**config.mk**
```make
export PLATFORM = sky130hd
export DESIGN_NAME = io_out_port_bcd
export DESIGN_NICKNAME = d
export VERILOG_FILES = /design/src/rtl/io_out_port_bcd.sv
export SDC_FILE = /design/constraint.sdc
export NUM_CORES = 1
export LEC_CHECK = 0
export ABC_AREA = 1
export CORE_MARGIN = 2
export CORE_UTILIZATION = 40
export DETAILED_ROUTE_END_ITERATION = 7
export GPL_TIMING_DRIVEN = 0
export HOLD_SLACK_MARGIN = 0.06
export PLACE_DENSITY = 0.65
export REMOVE_ABC_BUFFERS = 1
export SLEW_MARGIN = 5
export SYNTH_ARGS = -nofsm -noshare
export SYNTH_HDL_FRONTEND = slang
export SYNTH_SLANG_ARGS = --single-unit
```
**constraint.sdc**
```tcl
create_clock -name clock -period 4.3 [get_ports clock]
set_input_delay 0.645 -clock clock [delete_from_list [all_inputs] [get_ports clock]]
set_output_delay 0.645 -clock clock [all_outputs]
set_load 0.1 [all_outputs]
```
**src/rtl/io_out_port_bcd.sv**
```systemverilog
// io_out_port_bcd
//   Memory-mapped output port bank. It latches CPU store data written to three
//   consecutive word addresses. A single shared sequential double-dabble engine
//   converts each latched value to packed BCD. The engine serves ports
//   round-robin whenever their pending flags are set.
// Ports:
//   clock           rising-edge system clock
//   resetn          asynchronous active-low reset
//   addr            CPU data address; only addr[7:2] is decoded
//   datain          CPU store data
//   write_io_enable CPU store to I/O space this cycle
//   out_port0..2    raw latched port values
//   bcd_port0..2    packed BCD of each port, digit 0 in [3:0]
//   bcd_valid       bit k pulses for one cycle when bcd_portk updates
//   busy            high while the engine is converting or committing
module io_out_port_bcd #(
  parameter logic [5:0]  PORT_BASE  = 6'b100000,
  parameter int unsigned IN_WIDTH   = 32,
  parameter int unsigned BCD_DIGITS = 10
) (
  input  logic                    clock,
  input  logic                    resetn,
  input  logic [31:0]             addr,
  input  logic [IN_WIDTH-1:0]     datain,
  input  logic                    write_io_enable,
  output logic [IN_WIDTH-1:0]     out_port0,
  output logic [IN_WIDTH-1:0]     out_port1,
  output logic [IN_WIDTH-1:0]     out_port2,
  output logic [4*BCD_DIGITS-1:0] bcd_port0,
  output logic [4*BCD_DIGITS-1:0] bcd_port1,
  output logic [4*BCD_DIGITS-1:0] bcd_port2,
  output logic [2:0]              bcd_valid,
  output logic                    busy
);

  localparam int unsigned BW = 4 * BCD_DIGITS;
  localparam int unsigned CW = $clog2(IN_WIDTH + 1);

  typedef enum logic [1:0] {IDLE, SHIFT, DONE} state_t;

  state_t                state;
  logic [IN_WIDTH-1:0]   port_q [3];
  logic [BW-1:0]         bcd_q  [3];
  logic [2:0]            pending;
  logic [1:0]            rr;
  logic [1:0]            cur;
  logic [CW-1:0]         cnt;
  logic [IN_WIDTH-1:0]   snapshot;
  logic [BW-1:0]         scratch;

  logic [5:0]            offset;
  logic [2:0]            wr_hit;
  logic                  found;
  logic [1:0]            sel;
  logic [2:0]            pending_clr;
  logic [BW-1:0]         adj;
  logic                  unused_addr;

  assign unused_addr = ^{addr[31:8], addr[1:0]};

  // Offset of the word index from the bank base; only 0..2 are ports.
  assign offset = addr[7:2] - PORT_BASE;

  always_comb begin
    wr_hit = '0;
    for (int unsigned k = 0; k < 3; k++) begin
      wr_hit[k] = write_io_enable && (offset == 6'(k));
    end
  end

  // Round-robin pick: the first pending port searching from rr+1 (mod 3).
  always_comb begin
    int unsigned idx;
    found = 1'b0;
    sel   = '0;
    idx   = 0;
    for (int unsigned i = 0; i < 3; i++) begin
      idx = (32'(rr) + 1 + i) % 3;
      if (!found && pending[idx]) begin
        found = 1'b1;
        sel   = 2'(idx);
      end
    end
  end

  assign pending_clr = (state == IDLE && found) ? (3'b001 << sel) : 3'b000;

  // Double-dabble correction: add 3 to every digit >= 5 before the shift.
  always_comb begin
    adj = '0;
    for (int unsigned d = 0; d < BCD_DIGITS; d++) begin
      adj[4*d +: 4] = (scratch[4*d +: 4] >= 4'd5) ? scratch[4*d +: 4] + 4'd3
                                                  : scratch[4*d +: 4];
    end
  end

  always_ff @(posedge clock or negedge resetn) begin
    if (!resetn) begin
      for (int unsigned k = 0; k < 3; k++) begin
        port_q[k] <= '0;
        bcd_q[k]  <= '0;
      end
      state     <= IDLE;
      pending   <= '0;
      rr        <= 2'd2;
      cur       <= '0;
      cnt       <= '0;
      snapshot  <= '0;
      scratch   <= '0;
      bcd_valid <= '0;
      busy      <= 1'b0;
    end else begin
      bcd_valid <= '0;
      // A write in the same cycle as the load of that port re-arms it (set wins).
      pending   <= (pending & ~pending_clr) | wr_hit;
      for (int unsigned k = 0; k < 3; k++) begin
        if (wr_hit[k]) port_q[k] <= datain;
      end

      case (state)
        IDLE: begin
          if (found) begin
            snapshot <= port_q[sel];
            scratch  <= '0;
            cnt      <= '0;
            cur      <= sel;
            rr       <= sel;
            busy     <= 1'b1;
            state    <= SHIFT;
          end
        end
        SHIFT: begin
          scratch  <= {adj[BW-2:0], snapshot[IN_WIDTH-1]};
          snapshot <= snapshot << 1;
          cnt      <= cnt + 1'b1;
          if (cnt == CW'(IN_WIDTH - 1)) state <= DONE;
        end
        DONE: begin
          bcd_q[cur]     <= scratch;
          bcd_valid[cur] <= 1'b1;
          busy           <= 1'b0;
          state          <= IDLE;
        end
        default: state <= IDLE;
      endcase
    end
  end

  assign out_port0 = port_q[0];
  assign out_port1 = port_q[1];
  assign out_port2 = port_q[2];
  assign bcd_port0 = bcd_q[0];
  assign bcd_port1 = bcd_q[1];
  assign bcd_port2 = bcd_q[2];

endmodule

```
# Word-level counts from Yosys, hierarchy flattened
# Index checks and enable logic that the tools add are counted.
[word_totals]
ff_bits = 307
inputBits = 67
output_inout_bits = 220
word_cells = 125
[op_classes]
add_sub_neg = 15
n_div = 3
n_lt_le_gt_ge = 18
n_eq_ne = 7
shift = 1
n_mux = 43
bitwise_logic = 5
reduce_logical = 18
[op_table]
columns = ["op", "count"]
rows = [
  ["bitwise mux 120 bit", 1],
  ["less-than comparator 32 x 3 -> 1 bit, second input constant", 3],
  ["remainder unit 32 x 2 -> 32 bit, second input constant", 3],
  ["2-to-1 mux 32 bit", 3],
  ["demux 40 bit (select 2 bit)", 1],
  ["2-to-1 mux 40 bit", 2],
  ["case mux 40 bit (2 select lines)", 1],
  ["binary-select mux 32 bit (select 2 bit)", 1],
  ["case mux 32 bit (2 select lines)", 1],
  ["greater-or-equal comparator 4 x 3 -> 1 bit, second input constant", 10],
  ["adder 4 x 2 -> 4 bit, second input constant", 9],
  ["2-to-1 mux 4 bit", 9],
  ["adder 32 x 1 -> 32 bit, second input constant", 1],
  ["case mux 6 bit (2 select lines)", 1],
  ["2-to-1 mux 2 bit", 5],
  ["2-to-1 mux 3 bit", 3],
  ["logical AND 1 bit", 8],
  ["2-to-1 mux 1 bit", 8],
  ["AND reduction 2 bit", 4],
  ["adder 6 x 1 -> 6 bit, second input constant", 1],
  ["binary-select mux 1 bit (select 2 bit)", 3],
  ["== test 6 x 1 -> 1 bit, second input constant", 1],
  ["== test 6 x 2 -> 1 bit, second input constant", 1],
  ["== test 6 x 5 -> 1 bit, second input constant", 1],
  ["24 further kinds", 29],
]

# Logic depth before layout (Yosys ltp)
[depth]
word_depth = 17
depth_mapped = 17
ltp_nobuf = 15

# Worst setup path after synthesis
# OpenSTA, ideal clock, no wires.
[synth_path]
path_kind = "register to register"
start = "reg rr[1]"
end = "reg snapshot[15]"
t_arrival_ns = 2.000
required_time_ns = 4.184
setup_slack_ns = 2.184
stages_incl_launch_ff = 16
n_path_buf = 3
period_less_slack_ns = 2.116
path_cell_list = "dfstp_2 -> inv_1 -> ha_1 -> buf_4 -> inv_2 -> nand3_1 -> nand2_1 -> nand4_2 -> nand3_4 -> nand2_4 -> inv_2 -> buf_6 -> buf_6 -> nor2_2 -> nand2_1 -> nand2_1"
[synth_via]
elab_chain_len = 17
word_cells_on_any_way = 30
cone_classes = "3 x add/sub; 3 x div; 1 x eq/ne; 17 x mux; 1 x bitwise; 5 x reduce/logical"
[synth_rtl]
columns = ["element", "line_no", "rtl"]
rows = [
  ["from (decl)", "45", "logic [1:0] rr;"],
  ["from (signal assigned)", "127", "rr <= sel;"],
  ["adder 2 x 1 -> 3 bit (*)", "78", "idx = (32'(rr) + 1 + i) % 3;"],
  ["branches (longest 16 deep; another with adder 32 x 1 -> 32 bit)", "-", ""],
  ["to (signal assigned)", "123", "snapshot <= port_q[sel];"],
  ["to (signal assigned)", "134", "snapshot <= snapshot << 1;"],
  ["to (decl)", "48", "logic [IN_WIDTH-1:0] snapshot;"],
]
# Every way passes the cells marked *. The select of a mux whose other input is x is not followed.
# A chain may end at the register's enable or synchronous reset.

# Final worst setup path
[layout_path]
start = "reg rr[1]"
end = "reg snapshot[22]"
# The elaborated chain is that of the path after synthesis.

==> results list <==
- In this run, distinct cell masters in the synthesized netlist total 30.
- Between clock sinks in the finished design, the worst skew comes to 9.982 ps.
* Post-Place Cells: 2,215
- Post-route DRC: 0
* H-tree depth: 2
* Top achievable clock speed: 264.0 MHz
- GR Util All Layers: 20.11%
* Critical R2R Launch: rr[1]
- Setup slack on the critical path of the routed design comes to 512.7 ps.
* Synthesis Warnings: 0
- At the later pin of the worst-skew pair, clock insertion delay measures 510 ps.
* Post-route clock period utilization: 88.08%
- Final-layout worst hold slack: 477.9 ps
- Critical path data arrival time: 4190 ps
- Result of the run: completed
- Detailed-route wire length per cell: 15.46 um
* Path type of the worst min-delay path: reg2reg
- Post-synthesis sequential element count: 306
- Worst Path Required: 4700 ps
- Power spread over the standard cell area amounts to 560.5 nW/um2.
* Area share of and/or/nand/nor cells after synthesis: 18.74%
- Share of post-route cells with drive strength above 1: 5.191%
* Post-layout minimum cycle time: 3787 ps
- Setup repair after global routing left no endpoint under its margin.
* Startpoint types: register
- Cell type contributing the most total cell area after synthesis: sky130_fd_sc_hd__dfrtp_1
- VDD IR max: 0.0003590 V
- Cts bufs inserted: 35
- In this run, the number of DRC markers left after iteration 0 of detailed routing was 601.
* Endpoint kind of the worst setup timing path: register
- Min-delay src: snapshot[25]
- Max clock buf depth: 3
- Number of nets in the finished design: 1,897
- Entering global routing, the biggest net connects 102 pins.
- Largest cells by area after synthesis: sky130_fd_sc_hd__dfrtp_1, sky130_fd_sc_hd__nand2_1, sky130_fd_sc_hd__o21ai_0
* Total Die Area: 35,120 um2
- For this block, the routed nets add up to 35.23 mm of wire.
- Gate Count Post-Synth: 1,577
- The critical path starts at rr[1].
* Total setup violations reported at the end of the flow: 0
- The number of hold violations in the final report came to 0.
- Number of cells on the worst reg-to-reg path: 12
- Area share of the largest cell type after synthesis: 56.72%
- Global route total overflow: 0
- TritonCTS built the clock tree.
- Antenna violations before repair: 0
* P&R area growth vs syn: 30.97%
- Normalized max-slew margin: 15.63%
* Number of placed I/O pins: 287
- In the final timing run, aggregate negative setup slack is 0 ps.
* Number of inserted filler cells in the final layout: 3,129
- Number of cells traversed by the worst hold path: 2
* Post-synthesis adder-cell area fraction: 2.325%
* Maximum fanout along the worst path: 34
- Syn Area/Cell: 8.533 um2
- Sink count of the clock tree: 306
* Core Rows: 67
* Number of global-route vias before repair: 10,970
* DRT Pass-1 Iters: 5
- By area, the combinational part of the netlist is dominated by simple AND/OR/NAND/NOR gates.
- The congestion estimate from routability-driven global placement came to 0.7981.
* Clk pin slew, worst setup/hold paths: 60 ps
* Mux contribution to synthesized area: 0%
* Kind of critical path: reg2reg
* Max-slew violation count: 0
- Count of vias placed by the detailed router: 11,260
- The repair_antennas step left the layout with diodes totalling 0.
- Core Area: 33,360 um2
* Post-detailed-route via-to-cell ratio: 4.944
* Number of max-capacitance violations reported: 0
- Cell leakage power: 8.169 nW
* Non-filler instance count after layout: 2,278
- During placement, the flow inserted port buffers numbering 260.
- Place WS: 220.3 ps
- Once the floorplan was initialized, standard cells occupied 40.33% of the core.
* Detail Placement HPWL: 22.85 mm
- Global-route wire length before repair: 57.82 mm
- Die height: 187.4 um
- Overall power consumption after layout is estimated at 0.009879 W.
- In this run the remaining antenna-violating nets after routing total 0.
- CTS placed an instance of sky130_fd_sc_hd__clkbuf_16 at the clock tree root.
- Chip Width: 187.4 um
- Summing every instance area after synthesis gives 13,460 um2.
- Summing the areas of all compound-gate instances in the mapped netlist gives 13.63% of the synthesized area.
- For the pin with the worst max-slew slack, the measured transition is 1265 ps.
- Proportion of synthesized chip area in sequential cells: 56.91%
- Summing the areas of all xor and xnor instances in the mapped netlist gives 0.7159% of the synthesized area.
==> synth_stat cells, drive strengths merged <==
cell and n:
o32ai 1, a21oi 55, nand4 6, nand3 91, a31oi 1, dfrtp 305
o22ai 12, nor3 5, o2111ai 2, nor2 80, clkbuf 55, nand2 432
or2 2, ha 25, buf 28, dfstp 1, nor4 1, xor2 11
inv 174, o21ai 290
==> final cells by class <==
type	instances	area (um2)	share of cell area [%]
Timing Repair Buffer	274	2853	16.19
Sequential cell	306	7659	43.45
Clock inverter	6	58.81	0.3337
Inverter	174	656.9	3.727
Clock buffer	56	1057	5.999
Multi-Input combinational cell	1014	4780	27.12
Tap cell	448	560.5	3.180
==> final timing paths <==
kind,slack [ps],end
max in group asynchronous,2550,out_port2[8]
setup reg to reg,510,snapshot[22]
hold / removal,480,snapshot[25]
hold reg to reg,480,snapshot[25]
min in group asynchronous,630,bcd_port0[22]
setup / recovery,510,snapshot[22]
==> per-stage QoR <==
stage	area (um2)	utilization, %
floorplan	13080	-
detailed placement	16490	49.42
CTS	17620	52.80
global placement	16240	48.67
finish	17620	52.82
global route	17620	52.82
==> routing by layer <==
layer	share of wire [%]	GRT usage, %
met5	0	0
met3	7.3	5.310
met2	45	32.44
met4	1.5	3.907
met1	46	27.57
==> cell usage in the layout (no fill, tap or decap), types with 12 or more instances in the layout <==
master                            count
sky130_fd_sc_hd__nand2_1            428
sky130_fd_sc_hd__dfrtp_1            305
sky130_fd_sc_hd__o21ai_0            277
sky130_fd_sc_hd__clkdlybuf4s50_1    259
sky130_fd_sc_hd__inv_1              163
sky130_fd_sc_hd__nand3_1             90
sky130_fd_sc_hd__nor2_1              69
sky130_fd_sc_hd__a21oi_1             55
sky130_fd_sc_hd__clkbuf_16           37
sky130_fd_sc_hd__ha_1                25
sky130_fd_sc_hd__o21ai_1             13
sky130_fd_sc_hd__clkbuf_1            13
sky130_fd_sc_hd__o22ai_1             12
==> sequential cells by signal, indices dropped and copies added, names as in the netlist, 3 cells and up <==
register and flops:
bcd_valid 3, out_port0 32, bcd_port0 40, out_port2 32
out_port1 32, bcd_port2 40, snapshot 32, cnt 6
scratch 40, bcd_port1 40, pending 3
==> cells by family after synthesis <==
family,count (synthesis)
and+or+nand+nor,617
buffers and inverters,257
DFF,306
AOI/OAI and AO/OA,361
adders and majority gates,25
xor gates and xnor gates,11
==> critical path, stage by stage, from the launching register on <==
cell	delay, ps
sky130_fd_sc_hd__dfstp_2	550
sky130_fd_sc_hd__inv_1	70
sky130_fd_sc_hd__ha_1	400
sky130_fd_sc_hd__inv_2	120
sky130_fd_sc_hd__nand3_1	80
sky130_fd_sc_hd__nand2_1	140
sky130_fd_sc_hd__nand4_2	920
sky130_fd_sc_hd__nand2_4	910
sky130_fd_sc_hd__nand2_1	110
sky130_fd_sc_hd__nand3_1	100
sky130_fd_sc_hd__nand2_1	90
sky130_fd_sc_hd__nand2_1	70
sky130_fd_sc_hd__nand2_1	50
==> power breakdown <==
part           internal [W]  switching [W]  total (W)
combinational      0.000798        0.00270    0.00349
clock               0.00174        0.00115    0.00289
sequential          0.00325       0.000245    0.00349
total               0.00579        0.00409    0.00988
==> repair_timing <==
item / CTS / global route
hold buffers: 1 / 0
endpoints found under the hold margin: 36 / 0
resized for setup: 0 / 2
setup buffers: 0 / 0
endpoints found under the setup margin: 0 / 34
(Power assumes the default switching activity.)
